## src/rtl/task_sched_pkg.sv

```systemverilog
// Shared types and constants for the task input scheduler.
// The optional burst limit is enabled by defining TASK_SCHED_BURST_LIMIT_EN.
package task_sched_pkg;

    typedef enum logic [1:0] {
        IDLE  = 2'd0,
        ARB   = 2'd1,
        GRANT = 2'd2,
        DRAIN = 2'd3
    } state_t;

    localparam int DRAIN_CYCLES    = 2;
    localparam int FIFO_RD_LATENCY = 1;

    function automatic int wrap_idx(input int base, input int offset, input int n);
        return (base + offset) % n;
    endfunction

endpackage

```

## src/rtl/task_rr_arbiter.sv

```systemverilog
// Combinational round-robin pick: first eligible channel strictly after ptr, with wrap.
// Used by task_input_scheduler (TASK_SCHED_BURST_LIMIT_EN has no effect here).
module task_rr_arbiter
    import task_sched_pkg::*;
#(
    parameter int N_CH = 4
) (
    input  logic [N_CH-1:0]         eligible,
    input  logic [$clog2(N_CH)-1:0] ptr,
    output logic [$clog2(N_CH)-1:0] winner,
    output logic                    found
);

    localparam int IW = $clog2(N_CH);

    // Walk from the farthest candidate back to ptr+1 so the nearest hit is written last.
    always_comb begin
        winner = '0;
        found  = 1'b0;
        for (int i = N_CH; i >= 1; i--) begin
            if (eligible[wrap_idx(int'(ptr), i, N_CH)]) begin
                found  = 1'b1;
                winner = IW'(wrap_idx(int'(ptr), i, N_CH));
            end
        end
    end

endmodule

```

## src/rtl/task_input_scheduler.sv

```systemverilog
// Round-robin scheduler draining N_CH task input FIFOs into one consumer.
// Define TASK_SCHED_BURST_LIMIT_EN to cap each grant at BURST_MAX words.
module task_input_scheduler
    import task_sched_pkg::*;
#(
    parameter int N_CH      = 4,
    parameter int DW        = 8,
    parameter int BURST_MAX = 16
) (
    input  logic                    i_clk,
    input  logic                    i_rst,
    input  logic [N_CH-1:0]         i_empty,
    input  logic [N_CH-1:0]         i_busy,
    input  logic [N_CH*DW-1:0]      i_data,
    input  logic                    i_ready,
    output logic [N_CH-1:0]         o_req,
    output logic [DW-1:0]           o_data,
    output logic                    o_valid,
    output logic [$clog2(N_CH)-1:0] o_grant_id,
    output logic                    o_active,
    output logic                    o_done,
    output state_t                  o_state
);

    localparam int IW = $clog2(N_CH);

    state_t          state;
    logic [IW-1:0]   ptr;
    logic [IW-1:0]   g;
    logic [1:0]      drain_cnt;
    logic [N_CH-1:0] eligible;
    logic [IW-1:0]   winner;
    logic            found;
    logic            burst_ok;
    logic            req_d1;
    logic [IW-1:0]   g_d1;

    assign eligible = ~i_empty & ~i_busy;
    assign o_state  = state;

`ifdef TASK_SCHED_BURST_LIMIT_EN
    localparam int CW = $clog2(BURST_MAX + 1);
    logic [CW-1:0] count;
    assign burst_ok = (count < CW'(BURST_MAX));
`else
    // Limit compiled out: any legal BURST_MAX leaves the grant unbounded.
    assign burst_ok = (BURST_MAX > 0);
`endif

    task_rr_arbiter #(.N_CH(N_CH)) u_arb (
        .eligible (eligible),
        .ptr      (ptr),
        .winner   (winner),
        .found    (found)
    );

    // Request is combinational so a FIFO that just went empty is never read again.
    always_comb begin
        o_req = '0;
        if (state == GRANT && !i_empty[g] && i_ready && burst_ok) begin
            o_req[g] = 1'b1;
        end
    end

    always_ff @(posedge i_clk) begin
        if (i_rst) begin
            state     <= IDLE;
            ptr       <= IW'(N_CH - 1);
            g         <= '0;
            drain_cnt <= '0;
            o_active  <= 1'b0;
            o_done    <= 1'b0;
`ifdef TASK_SCHED_BURST_LIMIT_EN
            count     <= '0;
`endif
        end else begin
            o_done <= 1'b0;
            case (state)
                IDLE: begin
                    if (|eligible) state <= ARB;
                end
                ARB: begin
`ifdef TASK_SCHED_BURST_LIMIT_EN
                    count <= '0;
`endif
                    if (found) begin
                        g        <= winner;
                        ptr      <= winner;
                        o_active <= 1'b1;
                        state    <= GRANT;
                    end else begin
                        state <= IDLE;
                    end
                end
                GRANT: begin
`ifdef TASK_SCHED_BURST_LIMIT_EN
                    if (|o_req) count <= count + CW'(1);
`endif
                    if (i_empty[g] || i_busy[g] || !burst_ok) begin
                        drain_cnt <= '0;
                        state     <= DRAIN;
                    end
                end
                DRAIN: begin
                    if (drain_cnt == 2'(DRAIN_CYCLES - 1)) begin
                        o_active <= 1'b0;
                        state    <= (|eligible) ? ARB : IDLE;
                    end else begin
                        drain_cnt <= drain_cnt + 2'd1;
                        if (drain_cnt == 2'(DRAIN_CYCLES - 2)) o_done <= 1'b1;
                    end
                end
                default: state <= IDLE;
            endcase
        end
    end

    // One stage tracks the FIFO read latency, the second registers the muxed word.
    always_ff @(posedge i_clk) begin
        if (i_rst) begin
            req_d1     <= 1'b0;
            g_d1       <= '0;
            o_valid    <= 1'b0;
            o_data     <= '0;
            o_grant_id <= '0;
        end else begin
            req_d1  <= |o_req;
            g_d1    <= g;
            o_valid <= req_d1;
            if (req_d1) begin
                o_data     <= i_data[int'(g_d1)*DW +: DW];
                o_grant_id <= g_d1;
            end
        end
    end

endmodule

```

## config.mk

```make
export PLATFORM = sky130hd
export DESIGN_NAME = task_input_scheduler
export DESIGN_NICKNAME = d
export VERILOG_FILES = /design/src/rtl/task_sched_pkg.sv /design/src/rtl/task_rr_arbiter.sv /design/src/rtl/task_input_scheduler.sv
export SDC_FILE = /design/constraint.sdc
export NUM_CORES = 1
export LEC_CHECK = 0
export CAP_MARGIN = 0
export CORE_MARGIN = 3
export CORE_UTILIZATION = 44
export CTS_CLUSTER_DIAMETER = 40
export DETAILED_ROUTE_END_ITERATION = 10
export GPL_ROUTABILITY_DRIVEN = 1
export PLACE_DENSITY = 0.88
export SLEW_MARGIN = 20
export SYNTH_ARGS = -nofsm -noshare
export SYNTH_HDL_FRONTEND = slang
export SYNTH_SLANG_ARGS = --single-unit
export TNS_END_PERCENT = 30
```

## constraint.sdc

```tcl
create_clock -name i_clk -period 4.05 [get_ports i_clk]
set_clock_uncertainty 0.05 [all_clocks]
set_input_delay 0.405 -clock i_clk [delete_from_list [all_inputs] [get_ports i_clk]]
set_output_delay 0.405 -clock i_clk [all_outputs]
set_load 0.03 [all_outputs]
```

======== Word level (Yosys, flattened, before mapping) ========
Cells that the tools add are included.
storage, ports and cells
  logic and storage cells ................. 100
  flip-flop bits (word level) ............. 24
  input bits .............................. 43
  output and inout port bits .............. 19
operators by class
  $add $sub $neg .......................... 5
  order comparisons ....................... 6
  shifts and indexed selects .............. 1
  multiplexer cells ....................... 40
  reductions and logical operators ........ 20
  equality and inequality tests ........... 9
  bitwise logic cells ..................... 8
operators by type and width
  operator             count
  $shiftx 32x6->8      1
  $mux 2               10
  $mux 1               19
  $lt 3x4->1 const B   4
  $bmux 1 s2           6
  $reduce_and 3->1     3
  $ne 2x2->1 const B   4
  $not 4->4            2
  $pmux 2 s4           1
  $reduce_or 2->1      4
  $reduce_or 4->1      2
  $add 2x1->2 const B  3
  $add 2x2->2 const B  2
  $and 1x1->1 const A  4
  $and 4x4->4          1
  $eq 2x1->1 const B   2
  $eq 2x2->1 const B   2
  $logic_not 2->1      2
  $mux 4               1
  $pmux 2 s2           1
  $reduce_bool 2->1    2
  $logic_and 1x1->1    3
  $lt 2x3->1 const B   1
  $reduce_or 3->1      1
  other kinds (8)      8

======== Longest topological paths before layout ========
Gate-level depths: netlist of the first run.
  word-level depth ........................ 12
  gate-level depth with buffers ........... 6
  depth with buffers taken out ............ 6

======== Modules after synthesis ========
A second synthesis of the first run with hierarchy kept.
unflattened totals
  cell total of the unflattened synthesis .. 138
  area total of the unflattened synthesis .. 1307.5 um^2
modules (own cells, without submodules)
  module                sequential area each (um^2)  times used  area each (um^2)  cells an instance
  task_input_scheduler  480.5                        1           1216.2            124
  task_rr_arbiter       0.0                          1           91.3              14

======== Least setup slack after synthesis of the first run ========
No wires, ideal clock.
  kind .................................... flip-flop to output port
  start point ............................. register g[0]
  end point ............................... output o_req[0]
  setup slack ............................. 1733 ps
  required time ........................... 3595 ps
  data arrival time ....................... 1862 ps
  stages on the path, launching flop included .. 5
  path buffers ............................ 0
  path through ............................ dfxtp_1 > mux4_2 > nor2_4 > nand3_2 > nor3_1
on the way
  cells in the longest elaborated chain, start to end .. 6
  elaborated cells between the ends (all ways) .. 11
  classes of those cells .................. 2 x order compare; 5 x mux; 4 x reduce/logical
RTL lines
  element                                             line                        text
  start, declared                                     task_input_scheduler.sv:29  logic [IW-1:0] g;
  start signal, assigned                              task_input_scheduler.sv:87  g <= winner;
  branches (longest 5 deep; another with $lt 2x3->1)  n/a
  $mux 4 (*)                                          task_input_scheduler.sv:60  if (state == GRANT && !i_empty[g] && i_ready && burst_ok) begin
  end, declared                                       task_input_scheduler.sv:16  output logic [N_CH-1:0] o_req,
Mark *: on every way between the ends. The select of a mux whose other input is x is not followed.

======== Worst setup path after layout of the first run ========
  start point ............................. input i_empty[3]
  end point ............................... output o_req[2]
on the way
  cells in the longest elaborated chain, start to end .. 6
RTL lines
  element                         line                        text
  start, declared                 task_input_scheduler.sv:12  input logic [N_CH-1:0] i_empty,
  $bmux 1 s2                      task_input_scheduler.sv:60
  $mux 1 (not written as such)    task_input_scheduler.sv:60
  $logic_not 1->1                 task_input_scheduler.sv:60
  $logic_and 1x1->1 (2 in a row)  task_input_scheduler.sv:60
  $mux 4                          task_input_scheduler.sv:60
Every way passes these cells. The select of a mux whose other input is x is not followed.

==> results of run 1 <==
==> power by group <==
part	internal (W)	switching, W
clock network	0.0000349	0.0000726
logic	0.0000856	0.0000579
registers	0.000247	0.0000222
total	0.000368	0.000153
==> worst max path at each step <==
stage	start	to	slack (ns)	depth (start not counted)
6_report	i_empty[3]	o_req[2]	0.99	6
5_1_grt	i_empty[0]	o_req[2]	0.89	6
4_1_cts	i_empty[3]	o_req[2]	1.00	6
3_5_place_dp	i_empty[3]	o_req[2]	1.0	6
3_3_place_gp	i_empty[3]	o_req[3]	1.09	6
2_1_floorplan	g[0]$_SDFFE_PP0P_	o_req[0]	1.73	4
==> registers in the layout, indices dropped and copies added, names as in the netlist, 2 cells and up, named ones only <==
signal / flops
o_grant_id: 2
g_d1: 2
o_data: 8
drain_cnt: 2
ptr: 2
g: 2
==> tightest hold or removal path: stages, from the launching register on <==
cell	delay (ns)
dfxtp_1	0.35
nand2_1	0.06
a21oi_1	0.06
==> stage by stage <==
step / power [W] / setup slack (ns) / cells / hold slack, ns / util [%]
2_1_floorplan: 0.000352 / 1.73 / 132 / 0.433 / -
3_3_place_gp: 0.000412 / 1.09 / 217 / 0.412 / 68.4
3_5_place_dp: 0.000418 / 0.998 / 217 / 0.435 / 68.4
4_1_cts: 0.000521 / 1.00 / 220 / 0.453 / 69.2
5_1_grt: 0.000544 / 0.895 / 220 / 0.491 / 69.2
6_report: 0.000521 / 0.993 / 220 / 0.451 / 69.2
==> layout by cell type (no fill, tap or decap), types with 2 or more instances in the layout <==
cell and n:
clkdlybuf4s50_1 61, dfxtp_1 24, nor2_1 21, mux2i_1 10, mux4_2 9, inv_1 7, nand2_1 7, nor3_1 5
a21oi_1 5, o22ai_1 3, a31oi_1 3, o21ai_0 3, clkbuf_4 3, a22oi_1 2, or2_1 2, nand4b_1 2
a21o_1 2, ha_1 2
==> area by class of cell <==
cell class	instances	area [um^2]	share of cell area (%)
timing repair buffer	61	611	31.2
clock buffer	3	22.5	1.15
inverter	7	26.3	1.34
sequential	24	480	24.5
multi-input combinational	94	779	39.8
tap	31	38.8	1.98
==> kinds of logic after synthesis <==
family	Yosys count	share of synthesized area, %
buffers and inverters	14	5.27
adders and majority gates	2	1.88
DFF	24	36.1
AOI/OAI and AO/OA	24	12.2
muxes	21	25.6
and+or+nand+nor	47	18.9
==> routing by layer <==
metal | wire [um] | part of all wire (%)
met1 | 1420 | 38
met2 | 2100 | 57
met3 | 123 | 3.3
met4 | 53 | 1.4
met5 | 0 | 0
==> flow_summary.json, run 1 <==
{
  "clk_pin_slew_ns": 0.13,
  "drt_pass1_iterations": 4,
  "p_leak_nw": 0.687,
  "synth_top_cell_by_area": "dfxtp_1",
  "path_common_cell": "clkdlybuf4s50_1",
  "place_area_um2": 1940,
  "grt_pass1_wl_um": 5640,
  "vias": 1245,
  "clk_latency_ns": 0.32,
  "worstHoldEndpoint": "o_active$_SDFFE_PP0P_",
  "status": "finished, final reports clean",
  "peakVddDrop_mv": 0.155,
  "r2r_slack_ns": 2.39,
  "drive_gt1_share_pct": 9.52,
  "synthFlopType": "dfxtp_1",
  "yosysTopAreaCellShare_pct": 36.1,
  "routed_via_density": 5.66,
  "crit_chain": "clkdlybuf4s50_1, mux4_2, nor2_4, nand3_2, nor3_1, clkdlybuf4s50_1",
  "gp_congestion": 0.973,
  "holdCritStartpoint": "o_active$_SDFFE_PP0P_",
  "cts_tree": "yes",
  "grt_remaining_overflow": 0,
  "synth_common_cells": "24 x dfxtp_1, 21 x nor2_1, 10 x mux2i_1",
  "rr_startpoint": "g[0]$_SDFFE_PP0P_",
  "ioPinCount": 62,
  "use_met2_pct": 35.1,
  "postRouteAntennaNets": 0,
  "syn_inst": 132,
  "end_kind": "primary output",
  "drtIter0Drc": 59,
  "slew-limit-headroom_pct": 48.0,
  "synth.area.top_cells": "dfxtp_1 36%, mux4_2 15%, mux2i_1 7.5%",
  "use_met3_pct": 1.91,
  "hold_class": "register to register",
  "path_class": "primary input to primary output",
  "post_cts_resized": 0,
  "ys_ff_latch": 24,
  "worstHoldPathCells": 2,
  "post_cts_buffers": 0,
  "period_needed_ns": 3.06,
  "core_um2": 2830,
  "busiest_layer": "met2",
  "cp_max_fo": 5,
  "cp.arrival_ns": 2.60,
  "portBuffers": 61,
  "cp_num_buf_inv": 2,
  "final_net_count": 236,
  "cts_made_buffers": 3,
  "drcViolationCount": 0,
  "r2r_cells": 4,
  "ctsHtreeMaxLevel": 1,
  "n_antenna_cell": 0,
  "finalSetupViolations": 0,
  "nFillCells": 223,
  "worstMarginPinSlew_ns": 0.778,
  "fmax_ghz": 0.327,
  "fin_setup_tns_ns": 0,
  "syn-num-nets": 177,
  "yosysWarningCount": 0,
  "maxCapViolCount": 0,
  "crit_family": "buffers and inverters",
  "use_met1_pct": 26.1,
  "syn_to_final_growth_pct": 47.2,
  "synth_edf_count": 0,
  "wirelength_um": 3700,
  "die_y_um": 61.0,
  "post-synth-top-count-cell": "dfxtp_1",
  "netlist_area_um2": 1330,
  "die_w_um": 61.0,
  "dp.final_hpwl_um": 3000,
  "cts_buffer_depth": 2,
  "required_ns": 3.60,
  "synth_cell_types": 38,
  "cpPeakStageDelay_ns": 0.72,
  "gr-usage-all-layers_pct": 20.3,
  "die_area_um2": 3720,
  "wire_per_inst_um": 16.8,
  "cts_sinks": 24,
  "initial_core_util_pct": 47.0,
  "hold_violations": 0,
  "power_density_nw_per_um2": 266,
  "final_area_um2": 1960,
  "synth_area_per_cell_um2": 10.1,
  "hold_buffers": 0,
  "grt_max_degree": 23,
  "slew_viol_final": 0,
  "rsz0062_at_grt": "false",
  "rr_endpoint": "drain_cnt[1]$_SDFFE_PP0P_",
  "yosysSeqAreaShare_pct": 36.1,
  "first_global_vias": 1198,
  "period_share_pct": 75.5,
  "cts_root_buf": "clkbuf_4",
  "cpMaxStageDelayCell": "clkdlybuf4s50_1",
  "rows": 19,
  "antenna_found_initial": 0,
  "crit_path_start_kind": "primary input",
  "synth_async_sr_flop_share_pct": 0
}
Power figures use the tool's default switching activity.
==> run 2: changes to the inputs <==
--- a/config.mk
+++ b/config.mk
@@ -7,11 +7,11 @@
 export LEC_CHECK = 0
 export CAP_MARGIN = 0
 export CORE_MARGIN = 3
-export CORE_UTILIZATION = 44
+export CORE_UTILIZATION = 37
 export CTS_CLUSTER_DIAMETER = 40
 export DETAILED_ROUTE_END_ITERATION = 10
 export GPL_ROUTABILITY_DRIVEN = 1
-export PLACE_DENSITY = 0.88
+export PLACE_DENSITY = 0.79
 export SLEW_MARGIN = 20
 export SYNTH_ARGS = -nofsm -noshare
 export SYNTH_HDL_FRONTEND = slang
==> constraint.sdc (replaced) <==
create_clock -name i_clk -period 2.6 [get_ports i_clk]
set_clock_uncertainty 0.05 [all_clocks]
set_input_delay 0.26 -clock i_clk [delete_from_list [all_inputs] [get_ports i_clk]]
set_output_delay 0.26 -clock i_clk [all_outputs]
set_load 0.03 [all_outputs]
==> flow_summary.json, run 2 (same netlist as run 1, synthesis figures left out) <==
{
  "status": "finished, final reports clean",
  "cp_num_buf_inv": 1,
  "cp.arrival_ns": 2.01,
  "drt_pass1_iterations": 4,
  "power_density_nw_per_um2": 407,
  "path_class": "register to primary output",
  "die_area_um2": 4350,
  "holdCritStartpoint": "o_active$_SDFFE_PP0P_",
  "post-route-util_pct": 58.3,
  "period_needed_ns": 2.32,
  "worst_slack_ns": 0.281,
  "antenna_found_initial": 0,
  "drcViolationCount": 0,
  "cts_tree": "yes",
  "crit_family": "multiplexers",
  "ioPinCount": 62,
  "end_kind": "primary output",
  "largest_register_ff_count": 8,
  "cts_buffer_depth": 2,
  "p_seq_share_pct": 52.3,
  "hold_violations": 0,
  "fmax_ghz": 0.431,
  "vias": 1222,
  "cts_made_buffers": 3,
  "cpPeakStageDelay_ns": 0.59,
  "final_common_cell": "clkdlybuf4s50_1",
  "switchingPower_w": 0.000230,
  "busiest_layer": "met2",
  "r2r_slack_ns": 0.95,
  "fin_cells": 236,
  "crit_path_start_kind": "register",
  "slew_viol_final": 0,
  "fin_setup_tns_ns": 0,
  "worstHoldEndpoint": "o_active$_SDFFE_PP0P_",
  "cp-startpoint": "g[0]$_SDFFE_PP0P_",
  "use_met2_pct": 30.0,
  "first_global_vias": 1215,
  "post_cts_buffers": 0,
  "grt_pass1_wl_um": 5470,
  "regMostFlops": "o_data",
  "p_leak_nw": 0.700,
  "gp_congestion": 0.814,
  "post-place-ws_ns": 0.365,
  "r2r_cells": 3,
  "multi_input_area_um2": 779,
  "peakVddDrop_mv": 0.206,
  "layout_common_cells": "57 x clkdlybuf4s50_1, 24 x dfxtp_1, 21 x nor2_1, 10 x mux2i_1, 9 x mux4_2",
  "maxCapViolCount": 0,
  "syn_to_final_growth_pct": 48.4,
  "hold_buffers": 0,
  "routed_via_density": 5.18,
  "die_y_um": 66.0,
  "regArea_um2": 480,
  "drive_gt1_share_pct": 12.1,
  "finalSetupViolations": 0,
  "pwr-share-clk_pct": 19.9,
  "dp_cells": 233,
  "gr-usage-all-layers_pct": 16.1,
  "wire_per_inst_um": 15.1,
  "clk_pin_slew_ns": 0.13,
  "final_net_count": 237,
  "portBuffers": 61,
  "wirelength_um": 3550,
  "rsz0062_at_grt": "false",
  "required_ns": 2.29,
  "dp.final_hpwl_um": 2940,
  "ctsHtreeMaxLevel": 1,
  "slew-limit-headroom_pct": 60.0,
  "core_um2": 3390,
  "use_met3_pct": 3.23,
  "grt_max_degree": 15,
  "period_share_pct": 89.2,
  "switching_share_pct": 28.7,
  "rr_startpoint": "g_d1[0]$_SDFF_PP0_",
  "post_cts_resized": 0,
  "postRouteAntennaNets": 0,
  "die_w_um": 66.0,
  "cts_sinks": 24,
  "combPwrFrac_pct": 27.7,
  "hold_class": "register to register",
  "drtIter0Drc": 75,
  "initial_core_util_pct": 39.2,
  "rows": 21,
  "intPower_w": 0.000573,
  "clk_latency_ns": 0.30,
  "cp_max_fo": 5,
  "rr_endpoint": "o_data[7]$_SDFFE_PP0P_",
  "use_met1_pct": 19.0,
  "cts_root_buf": "clkbuf_4",
  "cpMaxStageDelayCell": "mux4_2",
  "worstMarginPinSlew_ns": 0.599,
  "n_antenna_cell": 0,
  "crit_chain": "mux4_2, nor2_4, nand3_2, nor3_1, buf_4",
  "grt_remaining_overflow": 0,
  "worstHoldPathCells": 2,
  "nFillCells": 267
}
==> run 2: metrics by stage <==
step | area [um^2] | hold WS, ns | total power [W]
2_1_floorplan | 1330 | 0.334 | 0.000549
3_3_place_gp | 1950 | 0.413 | 0.000645
3_5_place_dp | 1950 | 0.430 | 0.000653
4_1_cts | 1970 | 0.448 | 0.000810
5_1_grt | 1970 | 0.491 | 0.000841
6_report | 1970 | 0.445 | 0.000804
==> run 2: tightest hold or removal path, stage by stage, from the launching register on <==
cell and delay [ns]:
dfxtp_1 0.35, nand2_1 0.06, a21oi_1 0.05
==> run 2: worst max path at each step <==
stage,end,slack (ns),cells past startpoint
final,o_req[2],0.28,5
after global routing,o_req[0],0.15,5
after CTS,o_req[2],0.26,5
after detailed placement,o_req[2],0.37,6
after global placement,o_req[0],0.42,6
after floorplan,o_req[0],0.43,4
==> run 2: per-layer routing <==
metal	part of all wire [%]	up-vias
met5	0	-
met4	0.87	0
met3	6.0	2
met2	55	47
met1	38	571
li1	-	602
==> run 2: power by group through the flow <==
stage | registers, W | clock network, W | logic (W)
2_1_floorplan | 0.000425 | 0 | 0.000124
3_5_place_dp | 0.000429 | 0 | 0.000223
6_report | 0.000421 | 0.000160 | 0.000223
3_3_place_gp | 0.000428 | 0 | 0.000217
4_1_cts | 0.000421 | 0.000165 | 0.000224
5_1_grt | 0.000425 | 0.000176 | 0.000239
==> run 2: layout make-up <==
cell class | count | area share (%)
inverters | 7 | 1.33
clock buffers | 3 | 1.14
multi-input cells | 94 | 39.5
well taps | 46 | 2.92
repair buffers | 62 | 30.8
flip-flops and latches | 24 | 24.3
